==> config.mk <==
export PLATFORM = sky130hd
export DESIGN_NAME = mem_copy_engine
export DESIGN_NICKNAME = d
export VERILOG_FILES = /design/src/rtl/mem_copy_engine.sv
export SDC_FILE = /design/constraint.sdc
export NUM_CORES = 1
export LEC_CHECK = 0
export ABC_AREA = 1
export CAP_MARGIN = 15
export CORE_MARGIN = 2
export CORE_UTILIZATION = 28
export CTS_CLUSTER_DIAMETER = 200
export CTS_CLUSTER_SIZE = 30
export DETAILED_ROUTE_END_ITERATION = 7
export PLACE_DENSITY_LB_ADDON = 0.3
export REMOVE_ABC_BUFFERS = 1
export SLEW_MARGIN = 20
export SYNTH_ARGS = -nofsm -noshare
export SYNTH_HDL_FRONTEND = slang
export SYNTH_SLANG_ARGS = --single-unit
==> constraint.sdc <==
create_clock -name clk -period 3.95 [get_ports clk]
set_clock_uncertainty 0.05 [all_clocks]
set_input_delay 0.5925 -clock clk [delete_from_list [all_inputs] [get_ports clk]]
set_output_delay 0.5925 -clock clk [all_outputs]
set_load 0.02 [all_outputs]
==> src/rtl/mem_copy_engine.sv <==
// mem_copy_engine: word-by-word memory copier over a single synchronous-read memory port.
// Each word takes three cycles (read address, capture data, write), followed by one done cycle.
module mem_copy_engine #(
    parameter int ISIZE = 16,
    parameter int DSIZE = 32
) (
    input  logic             clk,
    input  logic             rst,
    input  logic             start,
    input  logic [ISIZE-1:0] src,
    input  logic [ISIZE-1:0] dst,
    input  logic [ISIZE-1:0] len,
    input  logic             abort,
    output logic             busy,
    output logic             done,
    output logic             aborted,
    output logic [ISIZE-1:0] words_done,
    output logic [ISIZE-1:0] mem_addr,
    output logic             mem_wen,
    output logic [DSIZE-1:0] mem_wdata,
    input  logic [DSIZE-1:0] mem_rdata
);
    localparam logic [2:0] IDLE = 3'd0;
    localparam logic [2:0] RD   = 3'd1;
    localparam logic [2:0] CAP  = 3'd2;
    localparam logic [2:0] WR   = 3'd3;
    localparam logic [2:0] FIN  = 3'd4;

    logic [2:0]       state, state_n;
    logic [ISIZE-1:0] src_q, dst_q, len_q, idx, wd_q;
    logic [DSIZE-1:0] data_q;
    logic             abort_q;
    logic             last;

    assign last = (idx + 1'b1) == len_q;

    always_comb begin
        state_n = state == IDLE ? (start ? (len == '0 ? FIN : RD) : IDLE) :
                  state == RD   ? CAP :
                  state == CAP  ? WR  :
                  state == WR   ? ((last || abort_q || abort) ? FIN : RD) :
                  IDLE;
    end

    always_ff @(posedge clk or posedge rst) begin
        if (rst) begin
            state   <= IDLE;
            src_q   <= '0;
            dst_q   <= '0;
            len_q   <= '0;
            idx     <= '0;
            wd_q    <= '0;
            data_q  <= '0;
            abort_q <= 1'b0;
        end else begin
            state <= state_n;
            if (state == IDLE && start) begin
                src_q <= src;
                dst_q <= dst;
                len_q <= len;
                idx   <= '0;
                wd_q  <= '0;
            end
            if (state == RD || state == CAP || state == WR)
                abort_q <= abort_q | abort;
            if (state == CAP)
                data_q <= mem_rdata;
            if (state == WR) begin
                idx  <= idx + 1'b1;
                wd_q <= wd_q + 1'b1;
            end
            if (state == FIN)
                abort_q <= 1'b0;
        end
    end

    // Outputs are pure decodes of registered state so no input reaches an output combinationally.
    assign busy       = state != IDLE;
    assign done       = state == FIN;
    assign aborted    = (state == FIN) && abort_q;
    assign words_done = wd_q;
    assign mem_wen    = state == WR;
    assign mem_addr   = state == RD ? src_q + idx : state == WR ? dst_q + idx : '0;
    assign mem_wdata  = state == WR ? data_q : '0;
endmodule
[Word-level counts from Yosys, hierarchy flattened]
Index checks and enable logic that the tools add are counted.
Cells by class
  add/sub/neg operators: 4
  eq/ne operators: 5
  mux-type cells: 15
  bitwise operators: 1
  reductions and logical operators: 11
Operator list (number)
  $mux 16: 5
  $add 16x1->16 const B: 2
  $add 16x16->16: 2
  $mux 32: 1
  $mux 3: 7
  $eq 16x16->1: 1
  $logic_not 16->1: 1
  $eq 3x2->1 const B: 2
  $logic_or 1x1->1: 4
  $reduce_bool 2->1: 2
  $eq 3x1->1 const B: 1
  $eq 3x3->1 const B: 1
  $logic_not 3->1: 1
  $reduce_bool 3->1: 1
  $logic_and 1x1->1: 2
  $mux 1: 2
  $or 1x1->1: 1
Storage, ports and cells
  flip-flop bits (word level): 116
  input port bits: 84
  output and inout port bits: 68
  logic and storage cells: 44

[Longest topological paths before layout]
Gate-level depths: netlist of run 1.
  depth in word-level cells: 9
  gate-level depth with buffers: 15
  gate-level depth less buffers: 15

[Worst setup path after synthesis of run 1]
No wires, ideal clock.
  path kind: register to output
  from: register idx[0]
  to: output port mem_addr[12]
  arrival time: 2.069 ns
  data required time: 3.307 ns
  slack: 1.238 ns
  stages on the path, launching flop included: 11
  path buffers: 0
  cells stage by stage: dfrtp_1 > ha_1 > fa_1 > nand2_1 > inv_1 > o21ai_1 > nand2_1 > nand3_1 > nand3_1 > xor2_1 > o21ai_0
Between the ends
  longest elaborated chain between the ends: 3
  elaborated cells on any way between the ends: 4
  those cells by class: add/sub: 2; mux: 2
RTL lines
  start, declared: RTL line 30  | logic [ISIZE-1:0] src_q, dst_q, len_q, idx, wd_q;
  start signal, assigned: RTL line 69  | idx <= idx + 1'b1;
  $add 16x16->16: RTL line 83  | assign mem_addr = state == RD ? src_q + idx : state == WR ? dst_q + idx : '0;
  $mux 16: RTL line 83
  $mux 16 (*): RTL line 83
  end, declared: RTL line 18  | output logic [ISIZE-1:0] mem_addr,
Mark *: on every way between the ends. The rest lies on a longest branch, timed or not.

[Final worst setup path of run 1]
  from: register idx[2]
  to: output port mem_addr[11]
Same word-level chain as after synthesis.

==> impl_metrics.ini, run 1 <==
[global_routing]
grt_usage_pct = 16.0
antenna_found_initial = 0
grt_pass1_wl_um = 34000
grt_max_degree = 66
grt-ovfl-total = 0
first_global_vias = 6898

[route]
vias = 6873
drt_iter0_markers = 365
postRouteAntennaNets = 0
dr.pass1.iters = 5
route.detailed.drc = 0
wl_um = 20500
routed_via_density = 4.56
routedWlPerCell_um = 13.6

[min_path]
hold_path.class = reg2reg
hold_start = len_q[5]
hold_depth = 2

[clocking]
cts_resized = 0
clkLatencyLatePin_ps = 420
cts_hold_buffers = 0
cts_num_sinks = 116
cts_tree = done
h-tree-depth = 4
cts_buffers = 17
post_cts_buffers = 0
cts_max_path_buffers = 2
cts_root_buf = clkbuf_16
clk_transition_reported_paths_ps = 60

[sta]
max_freq_mhz = 267
slew_viol_final = 0
hold_viol = 0
rsz0062_at_grt = no
post-route-min-period_ps = 3750
post-route-period-util_pct = 94.8
slew_headroom_pct = 45.5
holdWs_ps = 434
tightest_slew_ps = 817
setup_ws_ps = 205
setup-violations-final = 0
setup_tns_ps = 0

[layout]
fin_cells = 1506
nets = 1281
antenna_cells = 0
drive_above_1_share_pct = 5.70
fin_util_pct = 38.5
n_fill_cell = 2634
synthToLayoutAreaGrowth_pct = 35.4

[die]
pin_count = 152
die_w_um = 164
coreArea_um2 = 25200
start_util_pct = 28.5
die_h_um = 164
dieArea_um2 = 26900
core.rowCount = 58

[synth]
synth.area.top_cells = dfrtp_1 41%, nand2_1 16%, inv_1 7.4%, o21ai_0 7.3%, ha_1 5.6%
synth-async-reset-ratio_pct = 100
synth_top_cell_by_area = dfrtp_1
synth_area_um2 = 7160
synthCells = 1007
synth_edf_count = 0
synth.avg_cell_area_um2 = 7.11
synth-seq-cells = 116
synth_ff_type = dfrtp_1
synth_top_area_share_pct = 40.5
synth_warnings = 0
synth_common_cells = 296 x nand2_1, 142 x inv_1, 116 x dfrtp_1, 104 x o21ai_0, 88 x nor2_1
ys_types = 38
yosysMostFrequentCell = nand2_1
synth_seq_area_share_pct = 40.5

[place]
dp_worst_setup_slack_ps = 541
numPortBuffers = 151
gp_congestion = 0.883
place_inst = 1473
dpl.hpwl_um = 15400

[worst_setup_path]
crit_arrival_ps = 3100
reg2reg_depth = 9
worstPathMaxFanout = 8
slowest_stage = clkdlybuf4s50_1
cp-start-kind = flip-flop
critical_path.cell_chain = ha_1 > a21oi_1 > nand2_1 > a21oi_2 > o21ai_1 > buf_4 > a21oi_1 > xor2_1 > nand2_1 > nand2_1 > clkdlybuf4s50_1
endpoint_kind = primary output
startpoint = idx[2]
cp_common_cell = nand2_1
cp.required_ps = 3310
critPathKind = reg2out
rr_startpoint = state[2]
slowest_delay_ps = 600

[power_and_ir_drop]
worst_ir_drop_vdd_mv = 0.276
clkPwrFrac_pct = 24.9
sw_frac_of_total_pct = 41.6
p_leak_nw = 4.65
p_sw_mw = 2.52
comb_power_share_pct = 43.3
seqPwrFrac_pct = 31.8
p_per_area_nw_per_um2 = 624
intPower_mw = 3.53

[job]
drv_cap = 0

[status]
status = complete, no violations
==> logic make-up after synthesis <==
logic type      synth area share [%]
compound gates                  13.3
xor+xnor                        1.78
fa+ha+maj                       6.15
buf+inv                         9.24
flops                           40.5
simple gates                    29.0
==> metal layers <==
metal | share of wire [%] | track usage (%)
met5 | 0 | 0
met2 | 44 | 25.5
met1 | 47 | 21.1
met4 | 0.71 | 3.35
met3 | 8.2 | 5.51
==> power groups by stage <==
stage               clock [mW]  combinational [mW]  sequential (mW)
finish                    1.51                2.62             1.92
global route              1.61                2.98             1.99
CTS                       1.56                2.62             1.93
detailed placement           0                2.60             1.94
global placement             0                2.59             1.93
floorplan                    0                1.66             1.86
==> worst max-delay path: cells and delay by family, from the launching register on <==
family          cells  cell delay [ps]
buf+inv             2              770
compound gates      4              630
flops               1              480
fa+ha+maj           1              380
simple gates        3              250
xor+xnor            1              170
==> sequential cells by signal, summed over array words and instances (netlist names) <==
signal      count
data_q         32
dst_q          16
idx            16
len_q          16
src_q          16
words_done     16
state           3
abort_q         1
==> placed cells by master (no fill, tap or decap), drive strengths merged, types with 8 or more instances in the layout <==
cell type / n
inv: 149
ha: 32
o22ai: 15
xor2: 10
nor2: 97
clkinv: 8
clkdlybuf4s50: 146
nand4: 18
o21ai: 111
dfrtp: 116
clkbuf: 17
a21oi: 35
nand2: 300
buf: 14
nand3: 65
==> cell type report <==
| cell class | instances | area (µm²) | area share, % |
|---|---|---|---|
| multi-input combinational | 719 | 3620 | 37.3 |
| sequential | 116 | 2900 | 29.9 |
| timing repair buffer | 165 | 1650 | 17.0 |
| inverter | 144 | 543 | 5.60 |
| clock buffer | 17 | 425 | 4.39 |
| tap | 330 | 413 | 4.26 |
| clock inverter | 15 | 148 | 1.52 |
==> stage by stage <==
step           cell area [µm²]  total power [mW]
2_1_floorplan             7040              3.52
3_3_place_gp              9080              4.52
3_5_place_dp              9080              4.55
4_1_cts                   9650              6.11
5_1_grt                   9700              6.57
6_report                  9700              6.05
==> path summary, 6_finish.rpt <==
check	to	slack (ps)
hold reg to reg	len_q[5]	430
min in group asynchronous	data_q[16]	620
setup reg to reg	words_done[3]	1610
max in group asynchronous	data_q[29]	2400
hold / removal	len_q[5]	430
setup / recovery	mem_addr[11]	200
Power figures use the tool's default switching activity.
==> run 2: changes to the inputs <==
- ABC_AREA: 1 -> not set
- clock period: 3.95 -> 3.46 ns (I/O delays scaled with it)
==> run 2 against run 1 <==
Compared with the run above: via count is 12% lower; core utilization increased by 1.3 points; combinational power rose by 19%; total power is 20% higher; design area decreased by 0.15%; critical endpoint is now mem_addr[12]; largest cell class unchanged; largest power group unchanged; highest routed layer unchanged.
==> impl_metrics.ini, run 2 <==
[die]
die_h_um = 162
coreArea_um2 = 24300
dieArea_um2 = 26100
start_util_pct = 28.6
pin_count = 152
die_w_um = 162
core.rowCount = 57

[sta]
max_freq_mhz = 298
hold_viol = 0
post-route-period-util_pct = 96.9
slew_viol_final = 0
tightest_slew_ps = 745
setup-violations-final = 0
post-route-min-period_ps = 3350
rsz0062_at_grt = yes
setup_tns_ps = 0
slew_headroom_pct = 50.2

[synth]
synth_area_um2 = 6950
synth_top_area_share_pct = 41.8
synth-seq-cells = 116
synth_seq_area_share_pct = 41.8
ys_types = 60
synth_warnings = 0
synth_top_cell_by_area = dfrtp_1
synthAdderAreaFrac_pct = 6.34
synth.avg_cell_area_um2 = 9.02
synth_compound_area_share_pct = 15.2
synth_ff_type = dfrtp_1
synthMuxAreaShare_pct = 5.33
synthXorXnorAreaFrac_pct = 6.68
synth-simple-area-share_pct = 21.5
synth_common_cells = 174 x nand2_1, 116 x dfrtp_1, 65 x o21ai_0, 38 x and3_1
synth_edf_count = 0
synth.area.top_cells = dfrtp_1 42%, nand2_1 9.4%, ha_1 5.8%, mux2_2 5.2%, o21ai_0 4.7%
synth_top_family_by_area = simple AND/OR/NAND/NOR gates
synth-async-reset-ratio_pct = 100
synthCells = 770
yosysMostFrequentCell = nand2_1

[clocking]
h-tree-depth = 4
clkLatencyLatePin_ps = 410
clk_transition_reported_paths_ps = 50
cts_buffers = 17
cts_num_sinks = 116
cts_root_buf = clkbuf_16
cts_tree = done
cts_max_path_buffers = 2

[route]
postRouteAntennaNets = 0
wl_um = 19500
routed_via_density = 4.76
dr.pass1.iters = 6
vias = 6077
drt_iter0_markers = 230
route.detailed.drc = 0
routedWlPerCell_um = 15.2

[worst_setup_path]
crit_family = compound AO/OA/AOI/OAI gates
worstPathMaxFanout = 3
cp_num_buf_inv = 3
critPathKind = reg2out
slowest_stage = fa_2
critical_path.cell_chain = ha_2 > inv_1 > fa_2 > nor2b_4 > o31ai_2 > a211oi_2 > buf_4 > nor2_1 > o21bai_1 > xnor2_1 > o22ai_1 > buf_4
slowest_delay_ps = 430
cp.required_ps = 2890
endpoint_kind = primary output
cp_common_cell = buf_4
crit_arrival_ps = 2780
cp-start-kind = flip-flop

[status]
status = complete, no violations

[job]
drv_cap = 0

[global_routing]
grt_pass1_wl_um = 32100
antenna_found_initial = 0
first_global_vias = 6162
grt-ovfl-total = 0
grt_max_degree = 77
grt_usage_pct = 15.3

[layout]
multi_input_area_um2 = 3910
largest_register_ff_count = 32
synthToLayoutAreaGrowth_pct = 39.3
n_fill_cell = 2429
fin_cells = 1277
antenna_cells = 0
final_cell_mix = 174 x nand2_1, 140 x clkdlybuf4s50_1, 115 x dfrtp_1
drive_above_1_share_pct = 14.7
nets = 1059
fin_area_um2 = 9680
seq_area_um2 = 2900
layout_commonest_cell = nand2_1
regMostFlops = data_q

[place]
dpl.hpwl_um = 13900
placed_area_um2 = 8980
gp_congestion = 0.833
place_inst = 1245
numPortBuffers = 151

[power_and_ir_drop]
p_leak_nw = 4.45
worst_ir_drop_vdd_mv = 0.322
p_per_area_nw_per_um2 = 748

[min_path]
hold_path.class = reg2reg
==> run 2: routing by layer <==
| layer | global-route usage [%] | wire (µm) |
|---|---|---|
| met5 | 0 | 0 |
| met4 | 3.49 | 159 |
| met3 | 6.57 | 1720 |
| met2 | 23.8 | 8690 |
| met1 | 19.8 | 8910 |
==> run 2: final timing paths <==
| check | startpoint | endpoint | slack (ps) | cells past startpoint |
|---|---|---|---|---|
| hold reg to reg | dst_q[0] | dst_q[0] | 430 | 2 |
| setup reg to reg | idx[0] | state[0] | 510 | 10 |
| min in group asynchronous | rst | words_done[12] | 470 | 2 |
| max in group asynchronous | rst | idx[1] | 2040 | 3 |
| hold / removal | dst_q[0] | dst_q[0] | 430 | 2 |
| setup / recovery | idx[0] | mem_addr[12] | 110 | 12 |
==> run 2: area by class of cell <==
class | count | share of cell area, %
well taps | 324 | 4.19
clock inverters | 9 | 1.80
flip-flops and latches | 116 | 30.0
multi-input cells | 608 | 40.4
repair buffers | 188 | 18.3
inverters | 10 | 0.413
clock buffers | 22 | 4.90
==> run 2: metrics by stage <==
step,setup WS [ps],hold slack (ps),power (mW),utilization (%)
finish,107,427,7.24,39.8
global route,-55.6,450,7.78,39.8
CTS,6.71,434,7.30,39.5
detailed placement,-68.0,420,5.32,36.9
global placement,-57.5,419,5.27,36.9
floorplan,-512,402,4.13,-
==> run 2: timing repair <==
| action | CTS | global route |
|---|---|---|
| gates resized for setup | 36 | 23 |
| endpoints found under the setup margin | 11 | 11 |
| pin swaps | 2 | 10 |
| buffers inserted | 0 | 1 |
| hold buffers | 0 | 0 |
==> run 2: cells by family (layout without fill, tap and decap cells) <==
logic type	after synthesis	after routing
adder cells (fa/ha/maj)	34	34
AND/OR/NAND/NOR	317	317
flip-flops	116	116
buffers and inverters	46	229
XOR/XNOR	53	53
multiplexers	33	33
AO/OA/AOI/OAI	171	171
==> run 2: worst min-delay path: cells and delay by family (launching register included) <==
family	cells	cell delay [ps]
flip-flops	1	340
AND/OR/NAND/NOR	2	100
==> run 2: power breakdown <==
part	internal (mW)	switching, mW
Combinational	1.39	1.72
Clock	1.33	0.621
Sequential	1.86	0.319
Total	4.58	2.66
